File: config.mk
export PLATFORM = sky130hd
export DESIGN_NAME = diffeq_loader
export DESIGN_NICKNAME = d
export VERILOG_FILES = /design/src/rtl/diffeq_loader.sv
export SDC_FILE = /design/constraint.sdc
export NUM_CORES = 1
export LEC_CHECK = 0
export BUFFER_PORTS_ARGS = -buffer_cell sky130_fd_sc_hd__buf_2
export CAP_MARGIN = 0
export CORE_MARGIN = 4
export CORE_UTILIZATION = 50
export DETAILED_ROUTE_END_ITERATION = 8
export PLACE_DENSITY = 0.75
export SLEW_MARGIN = 20
export SYNTH_ARGS = -nofsm -noshare
export SYNTH_HDL_FRONTEND = slang
export SYNTH_SLANG_ARGS = --single-unit
File: constraint.sdc
create_clock -name i_clk -period 4.47 [get_ports i_clk]
set_input_delay 0.894 -clock i_clk [delete_from_list [all_inputs] [get_ports i_clk]]
set_output_delay 0.894 -clock i_clk [all_outputs]
set_load 0.01 [all_outputs]
File: src/rtl/diffeq_loader.sv
// Purpose: snapshots x/dx/a/u on start, presents them one-hot-strobed on a shared bus, then waits for the solver result.
// Latency: s1 one cycle after start; ready at 4*(HOLD_CYCLES+1)+1 cycles; done/err one cycle after capture/expiry.
// Backpressure: start is ignored while busy; the WAIT state holds ready until a valid rising edge or the timeout expires.
module diffeq_loader #(
  parameter int WIDTH          = 16,
  parameter int HOLD_CYCLES    = 1,
  parameter int TIMEOUT_CYCLES = 1024
) (
  input  logic             i_clk,
  input  logic             i_reset,
  input  logic             i_start,
  input  logic [WIDTH-1:0] i_x_in,
  input  logic [WIDTH-1:0] i_dx_in,
  input  logic [WIDTH-1:0] i_a_in,
  input  logic [WIDTH-1:0] i_u_in,
  input  logic [WIDTH-1:0] i_y_in,
  input  logic             i_valid_in,
  output logic             o_s1,
  output logic             o_s2,
  output logic             o_s3,
  output logic             o_s4,
  output logic [WIDTH-1:0] o_data_out,
  output logic             o_ready,
  output logic             o_busy,
  output logic [WIDTH-1:0] o_result_out,
  output logic             o_done,
  output logic             o_err
);

  // A zero timeout disables expiry, but the counter still needs at least one bit.
  localparam int TW = (TIMEOUT_CYCLES > 0) ? $clog2(TIMEOUT_CYCLES + 1) : 1;
  localparam int HW = $clog2(HOLD_CYCLES + 1);

  typedef enum logic [1:0] {
    ST_IDLE  = 2'd0,
    ST_DRIVE = 2'd1,
    ST_GAP   = 2'd2,
    ST_WAIT  = 2'd3
  } state_t;

  state_t           r_state;
  logic [1:0]       r_idx;
  logic [HW-1:0]    r_hold_cnt;
  logic [TW-1:0]    r_to_cnt;
  logic             r_valid_d;
  logic [WIDTH-1:0] r_op [4];
  logic [3:0]       r_sel;
  logic [WIDTH-1:0] r_data;
  logic             r_ready;
  logic [WIDTH-1:0] r_result;
  logic             r_done;
  logic             r_err;

  logic [1:0]       w_idx_nxt;
  logic             w_valid_rise;
  logic             w_expired;

  assign w_idx_nxt    = r_idx + 2'd1;
  // A valid level left over from an earlier run has no edge, so it cannot capture.
  assign w_valid_rise = i_valid_in & ~r_valid_d;
  assign w_expired    = (TIMEOUT_CYCLES != 0) && (r_to_cnt == TW'(TIMEOUT_CYCLES));

  assign o_s1         = r_sel[0];
  assign o_s2         = r_sel[1];
  assign o_s3         = r_sel[2];
  assign o_s4         = r_sel[3];
  assign o_data_out   = r_data;
  assign o_ready      = r_ready;
  assign o_busy       = (r_state != ST_IDLE);
  assign o_result_out = r_result;
  assign o_done       = r_done;
  assign o_err        = r_err;

  // Track the previous valid level in every state for rising-edge detection.
  always_ff @(posedge i_clk or negedge i_reset) begin
    if (!i_reset) r_valid_d <= 1'b0;
    else          r_valid_d <= i_valid_in;
  end

  // Sequencer: snapshot operands, strobe each for HOLD_CYCLES with a one-cycle gap, then wait for the result.
  always_ff @(posedge i_clk or negedge i_reset) begin
    if (!i_reset) begin
      r_state    <= ST_IDLE;
      r_idx      <= 2'd0;
      r_hold_cnt <= '0;
      r_to_cnt   <= '0;
      for (int i = 0; i < 4; i++) r_op[i] <= '0;
      r_sel      <= 4'b0000;
      r_data     <= '0;
      r_ready    <= 1'b0;
      r_result   <= '0;
      r_done     <= 1'b0;
      r_err      <= 1'b0;
    end else begin
      r_done <= 1'b0;
      r_err  <= 1'b0;
      case (r_state)
        ST_IDLE: begin
          if (i_start) begin
            r_op[0]    <= i_x_in;
            r_op[1]    <= i_dx_in;
            r_op[2]    <= i_a_in;
            r_op[3]    <= i_u_in;
            r_idx      <= 2'd0;
            r_hold_cnt <= '0;
            r_sel      <= 4'b0001;
            r_data     <= i_x_in;
            r_state    <= ST_DRIVE;
          end
        end
        ST_DRIVE: begin
          if (r_hold_cnt == HW'(HOLD_CYCLES - 1)) begin
            r_sel   <= 4'b0000;
            r_state <= ST_GAP;
          end else begin
            r_hold_cnt <= r_hold_cnt + 1'b1;
          end
        end
        ST_GAP: begin
          // data_out keeps the last operand through the gap.
          if (r_idx != 2'd3) begin
            r_idx      <= w_idx_nxt;
            r_hold_cnt <= '0;
            r_sel      <= 4'b0001 << w_idx_nxt;
            r_data     <= r_op[w_idx_nxt];
            r_state    <= ST_DRIVE;
          end else begin
            r_ready  <= 1'b1;
            r_to_cnt <= '0;
            r_state  <= ST_WAIT;
          end
        end
        ST_WAIT: begin
          // Capture has priority over an expiry landing on the same edge.
          if (w_valid_rise) begin
            r_result <= i_y_in;
            r_done   <= 1'b1;
            r_ready  <= 1'b0;
            r_state  <= ST_IDLE;
          end else if (w_expired) begin
            r_err   <= 1'b1;
            r_ready <= 1'b0;
            r_state <= ST_IDLE;
          end else if (r_to_cnt != '1) begin
            r_to_cnt <= r_to_cnt + 1'b1;
          end
        end
        default: r_state <= ST_IDLE;
      endcase
    end
  end

endmodule

# After elaboration in Yosys (flattened, before gate mapping)
# Index checks and enable logic that the tools add are counted.
[op_classes]
n_addsub = 3
magnitude_cmp = 1
n_eq_ne = 14
n_shift = 1
mux = 37
n_bitwise = 3
reduce_logical = 13
[ops]
columns = ["cell", "count"]
rows = [
  ["$mux W16", 4],
  ["$mux W11", 4],
  ["$bmux W16 S2", 1],
  ["$pmux W16 S2", 1],
  ["$pmux W11 S2", 1],
  ["$ne A2 B2 Y1 const B", 8],
  ["$mux W2", 7],
  ["$mux W4", 3],
  ["$pmux W4 S3", 1],
  ["$reduce_and A3 Y1", 4],
  ["$add A11 B1 Y11 const B", 1],
  ["$eq A11 B11 Y1 const B", 1],
  ["$mux W1", 11],
  ["$ne A11 B11 Y1 const B", 1],
  ["$pmux W2 S4", 1],
  ["$reduce_bool A2 Y1", 3],
  ["$reduce_and A5 Y1", 1],
  ["$eq A2 B2 Y1 const B", 2],
  ["$pmux W2 S2", 1],
  ["$reduce_and A2 Y1", 2],
  ["$reduce_and A4 Y1", 1],
  ["$shl A1 B2 Y4 const A", 1],
  ["$ge A3 B3 Y1 const B", 1],
  ["$ne A3 B3 Y1 const B", 1],
  ["10 further kinds", 10],
]
[totals]
ff_bits = 120
in_bits = 84
output_inout_bits = 40
elab_cells = 87

# Depth between registers and ports, before layout
[depth]
ltp_word = 7
mapped_depth = 9
ltp_nobuf = 6

# Worst setup path before layout
# Ideal clock, no wire load.
[synth_timing]
kind = "register to register"
startpoint = "register r_idx[0]"
endpoint = "register r_data[10] (netlist: o_data_out[10])"
setup_ns = 0.135
t_arrival_ns = 1.891
required_time_ns = 4.335
path_slack_ns = 2.443
path_stages_with_launch = 9
n_path_buf = 3
period_less_slack_ns = 2.027
cell_sequence = "dfrtp_1 -> buf_2 -> inv_1 -> ha_1 -> buf_2 -> buf_2 -> mux4_2 -> mux2i_1 -> o21ai_0"
[synth_via]
elab_chain_len = 7
elab_cells_between_ends = 10
classes_between = "1 x add/sub; 2 x eq/ne; 5 x mux; 1 x bitwise; 1 x reduce/logical"
[synth_rtl]
columns = ["element", "line_no", "source"]
rows = [
  ["start: declaration", "42", "logic [1:0] r_idx;"],
  ["start signal: assignment", "122", "r_idx <= w_idx_nxt;"],
  ["$add A2 B1 Y2", "58", "assign w_idx_nxt = r_idx + 2'd1;"],
  ["$not A2 Y3 (not written as such)", "125", "r_data <= r_op[w_idx_nxt];"],
  ["$bmux W16 S2", "125", ""],
  ["$mux W16 (not written as such) (2 in a row)", "125", ""],
  ["$mux W16", "121", "if (r_idx != 2'd3) begin"],
  ["$pmux W16 S2", "97", "case (r_state)"],
  ["end signal: assignment", "107", "r_data <= i_x_in;"],
  ["end signal: assignment", "125", ""],
  ["end: declaration", "48", "logic [WIDTH-1:0] r_data;"],
]
# Several ways; a longest one is shown, not always the timed one. The select of a mux whose other input is x is not followed.
# A chain may end at the register's enable or synchronous reset.

# Worst setup path in the final report
[layout_timing]
startpoint = "register r_state[0]"
endpoint = "output port o_busy"
[layout_via]
elab_chain_len = 1
[layout_rtl]
columns = ["element", "line_no", "source"]
rows = [
  ["start: declaration", "41", "state_t r_state;"],
  ["start signal: assignment", "83", "r_state <= ST_IDLE;"],
  ["start signal: assignment", "108", "r_state <= ST_DRIVE;"],
  ["start signal: assignment", "114", "r_state <= ST_GAP;"],
  ["$reduce_bool A2 Y1", "69", "assign o_busy = (r_state != ST_IDLE);"],
  ["end: declaration", "24", "output logic o_busy,"],
]
# No other way between the ends.

==> metrics.md <==
| Metric | Value |
|---|---|
| Pint | `3.30 mW` |
| Final hold violations | `0` |
| Number of synthesized flops with an enable pin | `0` |
| Top_reg_cell synth | `dfrtp_1` |
| Skew-Pair Late Insertion Delay | `a little over 500 ps` |
| Most frequent CP cell | `inv_1` |
| Kind of start point of the critical path | `flop` |
| Reg-to-reg slack, setup | `2160 ps` |
| Antenna-violating nets left | `0` |
| Logic pwr share | `38.3%` |
| CP max FO | `5` |
| Vias in the first global route | `about 4100` |
| Sequence of cells on the critical path | `inv_1, ha_1, inv_1, buf_2` |
| Input/output buffers | `123` |
| HP Class | `in2async` |
| Post-DP HPWL | `8650 um` |
| Vias per std cell | `5.41` |
| Setup WS pre-CTS | `between 1500 and 2000 ps` |
| Initial core utilization | `51.1%` |
| Residual DRC | `0` |
| Slew Viols, Final | `0` |
| Clk root buf | `clkbuf_8` |
| Slew @ Worst Pin | `between 800 and 900 ps` |
| Final min period | `2480 ps` |
| Initial antenna violation count | `0` |
| Drt wl/cell | `17.0 um` |
| Die H | `113 um` |
| Die width | `113 um` |
| Worst stage delay on the critical path | `410 ps` |
| Synthesized flop and latch total | `about 120` |
| Hold_ws | `between 400 and 500 ps` |
| Synthesis Warnings | `0` |
| Total grt overflow | `0` |
| Layout Area Growth over Synthesis | `22.2%` |
| Period utilization | `55.5%` |
| Ports | `between 100 and 150` |
| Final WS setup | `approximately 2000 ps` |
| Max Freq | `403 MHz` |
| PwrDens | `728 mW/mm2` |
| Pleak | `3.22 nW` |
| Num Clock Sinks | `119` |
| Endpoint type of the worst setup path | `primary output` |
| Synth unique cells | `53` |
| CORE AREA | `0.0108 mm2` |
| Gr usage total | `between 15 and 20%` |
| Net Sw Power | `approximately 1.6 mW` |
| Full die area | `between 0.01 and 0.015 mm2` |
| Crit path arrival time | `about 1600 ps` |
| Mapped Area | `0.00553 mm2` |
| Clock skew | `11.9 ps` |
| Critical path class | `reg2out` |
| Clock-pin slew on the worst setup and hold paths | `60 ps` |
| Share of cells above drive strength 1 | `43.5%` |
| Max IR drop VDD | `0.389 mV` |
| Setup Buffers After CTS | `0` |
| Status | `finished, final reports clean` |
| Async SR Flop Fraction | `between 90% and 100%` |
| Site Rows | `38` |
| CP Data Required Time | `3580 ps` |
| Final WL | `about 12000 um` |
| Slowest CP cell | `dfrtp_1` |
| Num CTS Buffers | `17` |
| Drt initial violations | `173` |
| First-pass GRT wire length | `approximately 20000 um` |
| CTS tree | `done` |
| Post-cts resize count | `0` |
| Syn_area_per_cell | `approximately 13 um2` |
| Synth Instances | `440` |
| Largest net degree at the start of global routing | `64` |
| Sequential power share | `a little under two fifths` |
| Net count after synthesis | `535` |
| Relative max-transition margin | `between 40% and 50%` |
| Max Cap Viol | `0` |
| Setup TNS | `0 ps` |
| Finish-stage setup viols | `0` |
| H-tree Lvls | `4` |
| RSZ-0062 raised after global routing | `false` |
| Clk pwr share | `24.2%` |
| Via count | `3870` |
| Cts-stage hold buffer count | `0` |
| Sequential-to-total area share from yosys stat | `53.8%` |
| Switching Share | `32.9%` |
| Max Root-Sink Buffers | `2` |
| Antenna Diode Count | `0` |
| PnR Total Power | `4.92 mW` |
| Placer Congestion | `0.828` |
| Nets | `about 660` |
| Iteration count of the initial detailed-routing pass | `4` |
## kinds of logic (layout without fill, tap and decap cells)
group                      after synthesis  in the layout  synth area share (%)
and+or+nand+nor                        120            120                  10.6
DFF                                    119            119                  53.8
muxes                                  103            103                  23.9
AOI/OAI and AO/OA                       52             52                  5.97
buffers and inverters                   35            170                  3.28
adders and majority gates               11             11                  2.49
## critical path, delay by kind of cell, from the launching register on
family	cells	cell delay [ps]
flops	1	410
buf+inv	3	390
fa+ha+maj	1	280
## layout make-up
| cell class | count | area (um2) |
|---|---|---|
| tap | 140 | 175 |
| sequential | 119 | 2980 |
| fill | 855 | 4080 |
| clock buffer | 27 | 512 |
| inverter | 11 | 41.3 |
| timing repair buffer | 129 | 663 |
| clock inverter | 3 | 15.0 |
| multi-input combinational | 286 | 2380 |
## worst paths after layout
| check | startpoint | to | cells past startpoint |
|---|---|---|---|
| worst max-delay path | r_state[0] | o_busy | 4 |
| worst min-delay path | i_reset | r_op[33] | 1 |
| worst max register to register | r_state[0] | r_to_cnt[3] | 6 |
| worst min register to register | o_result_out[0] | o_result_out[0] | 2 |
| max in group asynchronous | i_reset | o_data_out[15] | 2 |
| min in group i_clk | o_result_out[0] | o_result_out[0] | 2 |
## through the flow
step,utilization [%],instances,cell area (um2)
2_1_floorplan,-,440,5530
3_3_place_gp,57.5,685,6230
3_5_place_dp,57.5,685,6230
4_1_cts,62.4,715,6760
5_1_grt,62.4,715,6760
6_report,62.4,715,6760
## sequential cells by signal, summed over array words and instances, names as in the netlist
signal,flops
r_valid_d,1
r_state,2
o_done,1
o_result_out,16
o_ready,1
r_idx,2
r_sel,4
r_to_cnt,11
r_op,64
o_data_out,16
o_err,1
## power groups by stage
stage               Sequential [mW]  Combinational [mW]  Clock (mW)
floorplan                      1.85                1.36           0
detailed placement             1.85                1.90           0
global route                   1.90                2.10        1.27
global placement               1.82                1.84           0
finish                         1.85                1.88        1.19
CTS                            1.84                1.91        1.21
## Yosys cell counts (2+ instances only)
cell type,number,area [um2]
dfrtp_1,119,2980
clkbuf_1,4,15.0
nor4_1,3,18.8
o21ai_0,25,125
nand3_1,3,15.0
nand2_1,75,282
nor3_1,2,10.0
and3_1,4,25.0
buf_6,3,33.8
inv_1,9,33.8
o211ai_1,2,15.0
a21oi_1,6,30.0
nor2_1,11,41.3
and4_4,3,33.8
mux2i_1,18,180
mux2_2,68,766
buf_4,2,15.0
nand4b_1,2,17.5
a22o_1,2,17.5
nand2b_1,2,12.5
o221ai_1,3,26.3
nand3b_1,2,15.0
nand4_1,4,25.0
buf_2,12,60.1
mux4_2,16,360
o311ai_0,2,17.5
o22ai_1,2,12.5
ha_1,11,138
## layout by cell type (no fill, tap or decap), types with 4 or more instances in the layout
master / netlist / routed
a21oi_1: 6 / 6
and3_1: 4 / 4
buf_2: 12 / 122
buf_4: 2 / 7
clkbuf_1: 4 / 4
clkbuf_16: 0 / 16
clkbuf_8: 0 / 7
dfrtp_1: 119 / 119
ha_1: 11 / 11
inv_1: 9 / 9
mux2_2: 68 / 68
mux2i_1: 18 / 18
mux4_2: 16 / 16
nand2_1: 75 / 74
nand4_1: 4 / 4
nor2_1: 11 / 11
o21ai_0: 25 / 25
## layer usage
| metal | up-vias | share of wire [%] | GRT usage, % |
|---|---|---|---|
| li1 | 1830 | - | - |
| met1 | 1921 | 42 | 25.3 |
| met2 | 110 | 52 | 33.5 |
| met3 | 9 | 5.2 | 5.51 |
| met4 | 0 | 1.1 | 6.09 |
| met5 | - | 0 | 0 |
(Power assumes the default switching activity.)
